<file path="config.mk">
export PLATFORM = sky130hd
export DESIGN_NAME = acumulador_sumador
export DESIGN_NICKNAME = d
export VERILOG_FILES = /design/src/rtl/acumulador_pkg.sv /design/src/rtl/acumulador_sumador.sv
export SDC_FILE = /design/constraint.sdc
export NUM_CORES = 1
export LEC_CHECK = 0
export CAP_MARGIN = 20
export CELL_PAD_IN_SITES_DETAIL_PLACEMENT = 0
export CELL_PAD_IN_SITES_GLOBAL_PLACEMENT = 1
export CORE_AREA = 2 2 95 97
export DETAILED_ROUTE_END_ITERATION = 10
export DIE_AREA = 0 0 97 99
export PLACE_DENSITY = 0.84
export SLEW_MARGIN = 20
export SYNTH_ARGS = -nofsm -noshare
export SYNTH_HDL_FRONTEND = slang
export SYNTH_SLANG_ARGS = --single-unit
export TNS_END_PERCENT = 20
</file>
<file path="constraint.sdc">
create_clock -name clk -period 1.5 [get_ports clk]
set_input_delay 0.3 -clock clk [delete_from_list [all_inputs] [get_ports clk]]
set_output_delay 0.3 -clock clk [all_outputs]
set_load 0.02 [all_outputs]
</file>
<file path="src/rtl/acumulador_pkg.sv">
// Shared definitions for the accumulator that wraps the external 16-bit adder.
// Holds the default widths and the controller state type.
package acumulador_pkg;

  localparam int N_DEF     = 16;  // operand / accumulator width, matches the adder
  localparam int LEN_W_DEF = 8;   // width of burst length and beat count

  typedef enum logic [1:0] {
    IDLE   = 2'd0,
    ACUM   = 2'd1,
    SALIDA = 2'd2
  } state_t;

endpackage

</file>
<file path="src/rtl/acumulador_sumador.sv">
// Burst accumulator placed around an external combinational adder.
// A burst of len operands is streamed in over a valid/ready input port.
// Each accepted operand is added to the accumulator through the adder, and the
// adder Sum is fed back as the next A operand. The final sum, a sticky carry-out
// flag and the beat count are then offered over a valid/ready output port.
//
// Ports:
//   clk, rst_n        rising-edge clock, asynchronous active-low reset
//   start, len        begin a burst of len operands (sampled only in IDLE)
//   in_valid/in_ready operand handshake; in_data/in_cin are the operand and its carry-in
//   add_a/add_b/add_cin  adder inputs (A is always the accumulator)
//   add_sum/add_cout     adder outputs
//   out_valid/out_ready  result handshake; out_acc/out_ovf/out_count are the result
//   busy              high whenever the controller is not IDLE
module acumulador_sumador
  import acumulador_pkg::*;
#(
  parameter int N     = N_DEF,
  parameter int LEN_W = LEN_W_DEF
) (
  input  logic             clk,
  input  logic             rst_n,
  input  logic             start,
  input  logic [LEN_W-1:0] len,
  input  logic             in_valid,
  output logic             in_ready,
  input  logic [N-1:0]     in_data,
  input  logic             in_cin,
  output logic [N-1:0]     add_a,
  output logic [N-1:0]     add_b,
  output logic             add_cin,
  input  logic [N-1:0]     add_sum,
  input  logic             add_cout,
  output logic             out_valid,
  input  logic             out_ready,
  output logic [N-1:0]     out_acc,
  output logic             out_ovf,
  output logic [LEN_W-1:0] out_count,
  output logic             busy
);

  localparam logic [LEN_W-1:0] ONE = LEN_W'(1);

  state_t           state;
  logic [N-1:0]     acc;
  logic             ovf;
  logic [LEN_W-1:0] cnt;
  logic [LEN_W-1:0] remaining;  // beats still to accept in this burst

  wire beat = in_valid && in_ready;

  // Controller, datapath registers and the registered handshake flags.
  // in_ready, out_valid and busy are updated together with state, so each is
  // exactly "state is ACUM / SALIDA / not IDLE" without decode glitches.
  // NOTE: all state is written with non-blocking assignments so every register
  // samples the values from before this edge, regardless of statement order.
  always_ff @(posedge clk or negedge rst_n) begin
    if (!rst_n) begin
      state     <= IDLE;
      acc       <= '0;
      ovf       <= 1'b0;
      cnt       <= '0;
      remaining <= '0;
      in_ready  <= 1'b0;
      out_valid <= 1'b0;
      busy      <= 1'b0;
    end else begin
      case (state)
        IDLE: begin
          if (start) begin
            acc       <= '0;
            ovf       <= 1'b0;
            cnt       <= '0;
            remaining <= len;
            busy      <= 1'b1;
            if (len == '0) begin
              state     <= SALIDA;
              out_valid <= 1'b1;
            end else begin
              state    <= ACUM;
              in_ready <= 1'b1;
            end
          end
        end

        ACUM: begin
          if (beat) begin
            acc       <= add_sum;
            ovf       <= ovf | add_cout;
            cnt       <= cnt + ONE;
            remaining <= remaining - ONE;
            // Last beat: equivalent to cnt+1 == len, so cnt never exceeds len.
            if (remaining == ONE) begin
              state     <= SALIDA;
              in_ready  <= 1'b0;
              out_valid <= 1'b1;
            end
          end
        end

        SALIDA: begin
          // start is not looked at here; a start coinciding with the
          // handshake is only seen on the following cycle in IDLE.
          if (out_ready) begin
            state     <= IDLE;
            out_valid <= 1'b0;
            busy      <= 1'b0;
          end
        end

        default: begin
          state     <= IDLE;
          in_ready  <= 1'b0;
          out_valid <= 1'b0;
          busy      <= 1'b0;
        end
      endcase
    end
  end

  // Adder drive: the operand only reaches the adder while accepting beats,
  // otherwise the adder just sees acc + 0.
  assign add_a   = acc;
  assign add_b   = in_ready ? in_data : '0;
  assign add_cin = in_ready ? in_cin : 1'b0;

  // Result fields are zero unless a result is being offered.
  assign out_acc   = out_valid ? acc : '0;
  assign out_ovf   = out_valid ? ovf : 1'b0;
  assign out_count = out_valid ? cnt : '0;

endmodule

</file>
* Word level (Yosys, flattened, before mapping)
Index checks and enable logic that the tools add are counted.
Widths: inputs -> output; s select.
** Word-level totals
- Flip-flop bits (word level) :: 38
- Input port bits :: 47
- Output and inout bits :: 61
- Word-level logic and storage cells :: 67
** Cells by class
- Add/subtract/negate cells :: 2
- Equality and inequality tests :: 9
- Muxes and demuxes :: 36
- Bitwise gates (word level) :: 3
- Reduce and logical (&&, ||, !) cells :: 9
** Operators by type and width (count)
- $mux 16 :: 4
- $mux 8 :: 5
- $pmux 16 s2 :: 1
- $pmux 8 s2 :: 2
- $mux 1 :: 14
- $ne 2x2->1 const B :: 6
- $mux 2 :: 5
- $reduce_and 5->1 :: 2
- $pmux 1 s3 :: 3
- $add 8x1->8 const B :: 1
- $eq 8x1->1 const B :: 1
- $logic_not 8->1 :: 1
- $sub 8x1->8 const B :: 1
- $pmux 2 s3 :: 1
- $reduce_and 3->1 :: 2
- $reduce_and 4->1 :: 1
- $eq 2x1->1 const B :: 1
- $eq 2x2->1 const B :: 1
- $logic_not 2->1 :: 1
- $not 1->1 :: 2
- $pmux 1 s2 :: 1
- $reduce_bool 2->1 :: 1
- $logic_and 1x1->1 :: 1
- $or 1x1->1 :: 1

* Depth between registers and ports, before layout
Gate-level depths: netlist (run 1).
- Depth after elaboration :: 4
- Depth in mapped cells :: 6
- Depth with buffers taken out :: 5

* Worst setup path after synthesis (run 1)
OpenSTA, ideal clock, no wires.
- Kind :: reg2out
- Start :: register in_ready
- End :: output add_b[10]
- Arrival :: 1202 ps
- Data required time :: 1200 ps
- Setup slack :: -2 ps
- Cell stages (with the launch flop) :: 4
- Buffers on the path :: 2
- Cell sequence :: dfrtp_1 > clkbuf_1 > clkbuf_1 > and2_1
** On the way
- Word-level cells in the longest chain between the ends :: 1
** RTL lines
- start: declaration :: line acumulador_sumador.sv:26 : output logic in_ready,
- start signal: assignment :: line acumulador_sumador.sv:64 : in_ready <= 1'b0;
- start signal: assignment :: line acumulador_sumador.sv:81 : in_ready <= 1'b1;
- start signal: assignment :: line acumulador_sumador.sv:95 : in_ready <= 1'b0;
- $mux 16 :: line acumulador_sumador.sv:124 : assign add_b = in_ready ? in_data : '0;
- end: declaration :: line acumulador_sumador.sv:30 : output logic [N-1:0] add_b,
No other way between the ends.

* Worst setup path in the final report (run 1)
- Start :: register state[0]
- End :: register remaining[7]
** On the way
- Word-level cells in the longest chain between the ends :: 3
- Elaborated cells on any way between the ends :: 7
** RTL lines
- start: declaration :: line acumulador_sumador.sv:44 : state_t state;
- start signal: assignment :: line acumulador_sumador.sv:59 : state <= IDLE;
- start signal: assignment :: line acumulador_sumador.sv:77 : state <= SALIDA;
- start signal: assignment :: line acumulador_sumador.sv:80 : state <= ACUM;
- $eq 2x1->1 / $logic_not 2->1 (equally long branches) :: line acumulador_sumador.sv:68 : case (state)
- $ne 2x2->1 (no source line) / $reduce_bool 2->1 (equally long branches)
- $reduce_and 3->1 (no source line)
- end signal: assignment :: line acumulador_sumador.sv:74 : remaining <= len;
- end signal: assignment :: line acumulador_sumador.sv:91 : remaining <= remaining - ONE;
- end: declaration :: line acumulador_sumador.sv:48 : logic [LEN_W-1:0] remaining;
Several ways; a longest one is shown, not always the timed one.
A chain may end at the register's enable or synchronous reset.

==> metrics.csv, run 1 <==
stage,metric,value,unit
outcome,outcome,"finished, violations left",
outcome,failing checks,setup timing,
place,GPL Wtd Cong,0.834,
worst_setup_path,slowest CP cell,or4b_2,
routing,initial DRC count,76,
synthesis,Post-synth top flop,dfrtp_1,
final_layout,# nets final,419,
die,number of I/O pins,108,
power_and_ir_drop,overall power,4.61,mW
timing,worst-margin pin slew,0.381,ns
power_and_ir_drop,Pwr Density,1230,mW/mm^2
timing,fmax,0.658,GHz
timing,Clock Skew,0.00692,ns
cts,Root Buffer Master,clkbuf_8,
synthesis,cell taking the most area after synthesis,dfrtp_1,
synthesis,Gate Count Post-Synth,216,
final_layout,Antenna Diode Count,0,
routing,DRC violations left,0,
worst_setup_path,CP peak stage delay,0.67,ns
global_routing,largest net degree at the start of global routing,24,
synthesis,Synth async-reset ratio,100,%
worst_setup_path,R2R Path End,remaining[7],
global_routing,number of global-route vias before repair,2355,
place,Area after DPL,0.00370,mm^2
timing,unrepaired setup endpoints after global routing,yes,
die,Die Area,0.00960,mm^2
final_layout,layout cells sized above 1,34.3,%
synthesis,"Avg Cell Area, Syn",10.4,um^2
synthesis,"top cells by count, synth","and2_1, dfrtp_1, a22o_1",
synthesis,dominant cells by area after synthesis,"dfrtp_1, and2_1, a22o_1, buf_6, mux2i_1",
synthesis,post-synth top area share,42.5,%
cts,clk slew on worst S/H paths,0.07,ns
synthesis,"EDFF count, synth",0,
worst_setup_path,CP Data Required Time,1.68,ns
power_and_ir_drop,Sw Ratio,38.6,%
place,input/output buffers,107,
worst_setup_path,"Max FO, Critical Path",5,
die,Placement Rows,34,
final_layout,fin area,0.00374,mm^2
worst_setup_path,Critical Path Start Type,flop,
die,Core Region,0.00855,mm^2
worst_setup_path,Worst Setup End Kind,flop,
cts,H-tree depth,2,
synthesis,Yosys warnings,0,
timing,Final Max Slew Viols,0,
routing,WL final,6.91,mm
global_routing,total grt overflow,0,
timing,worst rel slew slack,74.6,%
power_and_ir_drop,sequential share of power,34.9,%
timing,final setup margin,-0.0204,ns
power_and_ir_drop,clock share of power,16.1,%
die,height of the die,99,um
cts,TritonCTS buffer count,5,
worst_setup_path,reg2reg start,state[0],
synthesis,Yosys reg bits,38,
timing,final setup vio count,1,
timing,setup_tns,-0.0204,ns
place,Detailed Place HPWL,5.20,mm
power_and_ir_drop,leakage,1.78,nW
hold_path,Worst Hold Class,in2async,
timing,Fin. Hold Viols,0,
power_and_ir_drop,P_int,2.83,mW
worst_setup_path,R2R setup slack,-0.02,ns
synthesis,Syn Nets,266,
synthesis,sequential share of the synthesized area,42.5,%
synthesis,post-synth cell types,54,
die,initial core utilization,26.1,%
worst_setup_path,Reg2Reg Depth,4,
cts,clk buf depth,2,
synthesis,"count leader, synth",and2_1,
global_routing,initial antenna violation count,0,
worst_setup_path,CP Class,reg2reg,
final_layout,post-layout util,43.8,%
power_and_ir_drop,net switching power,1.78,mW
worst_setup_path,crit-path cells,buf_4 -> or4b_2 -> o31ai_1 -> nor3_1,
global_routing,global-route wire length before repair,10.9,mm
power_and_ir_drop,maximum VDD drop,0.617,mV
timing,fin crit period,1.52,ns
worst_setup_path,WP buf/inv,1,
routing,Avg WL per Cell,14.4,um
timing,crit share post-route,101,%
die,Horiz. Die Dim,97,um
power_and_ir_drop,combinational power share,49.0,%
worst_setup_path,"delay-heaviest family, CP",simple AND/OR/NAND/NOR gates,
global_routing,Tot GR Track Use,13.7,%
routing,vias per cell,4.75,
cts,later-pin clock latency in the skew report,0.29,ns
job,Max Cap Viol,0,
final_layout,synthesis-to-layout area growth,67.5,%
synthesis,Syn Std Cell Area,0.00224,mm^2
cts,CTS tree,built,
routing,via count of the routed design,2271,
routing,DR pass1 iterations,4,
routing,post-route antenna net violation count,0,
cts,CTS Sinks,38,
worst_setup_path,critical path arrival,1.70,ns
[stage by stage]
step                std cells  setup slack, ns  hold slack (ns)
finish                    478          -0.0204            0.483
global route              478          -0.0671            0.504
CTS                       474           -0.105            0.500
detailed placement        462           -0.356            0.248
global placement          462           -0.334            0.245
floorplan                 216           0.0108          0.00441
[worst max-delay path by stage]
| stage | startpoint | end | slack [ns] | cells past startpoint |
|---|---|---|---|---|
| 2_1_floorplan | remaining[0] | remaining[6] | 0.01 | 5 |
| 3_3_place_gp | start | cnt[7] | -0.33 | 4 |
| 3_5_place_dp | start | cnt[7] | -0.36 | 4 |
| 4_1_cts | in_ready | add_b[12] | -0.10 | 3 |
| 5_1_grt | in_ready | remaining[5] | -0.07 | 6 |
| 6_report | state[0] | remaining[7] | -0.02 | 4 |
[worst register-to-register path, cell delays in order, from the launching register on]
cell and delay, ns:
dfrtp_1 0.43, buf_4 0.16, or4b_2 0.67, o31ai_1 0.09
nor3_1 0.06
[registers in the layout (all words and copies together) (netlist names)]
register,count
out_valid,1
busy,1
cnt,8
in_ready,1
add_a,16
state,2
remaining,8
ovf,1
[cell type report]
cell class                      count  area, um^2
Sequential cell                    38         952
Clock buffer                        6        82.6
Timing Repair Buffer              160        1320
Multi-Input combinational cell    158        1220
Fill cell                         854        4810
Inverter                            6        22.5
Tap cell                          108         135
Clock inverter                      2        12.5
[cell families after synthesis]
kind of cell               share of synthesized area [%]
and+or+nand+nor                                     28.3
AOI/OAI and AO/OA                                   19.4
DFF                                                 42.5
buffers and inverters                               5.93
muxes                                               2.24
adders and majority gates                           1.68
[power groups by stage]
stage	clock, mW	combinational (mW)	sequential [mW]
2_1_floorplan	0	0.958	1.76
3_3_place_gp	0	2.15	1.63
3_5_place_dp	0	2.18	1.63
4_1_cts	0.762	2.08	1.59
5_1_grt	0.811	2.43	1.66
6_report	0.742	2.26	1.61
[routing by layer]
| layer | track usage, % | vias up | share of wire (%) |
|---|---|---|---|
| met5 | 0 | - | 0 |
| met2 | 22.9 | 83 | 48 |
| met4 | 3.79 | 0 | 1.3 |
| li1 | - | 1101 | - |
| met1 | 17.6 | 1078 | 44 |
| met3 | 3.55 | 9 | 6.2 |
[what timing repair did]
item	CTS	global route
pin swaps	1	5
setup endpoints to repair	89	56
hold buffers	1	0
setup buffers	3	2
gates cloned	0	2
endpoints found under the hold margin	15	0
gates resized for setup	192	28
[cells in the final DEF, fill, tap and decap left out, drive strengths merged, types with 3 or more instances in the layout]
| master | count |
|---|---|
| nor2b | 3 |
| nand4 | 3 |
| nand3 | 9 |
| buf | 93 |
| dfrtp | 38 |
| clkdlybuf4s50 | 43 |
| nand2 | 7 |
| dlygate4sd2 | 18 |
| nor4 | 3 |
| and2 | 42 |
| ha | 3 |
| o21ai | 6 |
| a22o | 17 |
| a31oi | 4 |
| or2b | 3 |
| inv | 6 |
| clkbuf | 9 |
| nor2 | 8 |
| o211ai | 4 |
| mux2i | 5 |
| a21oi | 5 |
(Power assumes the default switching activity.)
==> inputs of run 2 (changes only) <==
Settings changed: CTS_CLUSTER_SIZE set to 24.
==> results of run 2 <==
Same layout as run 1: the final DEF is identical, and so are final timing and power.
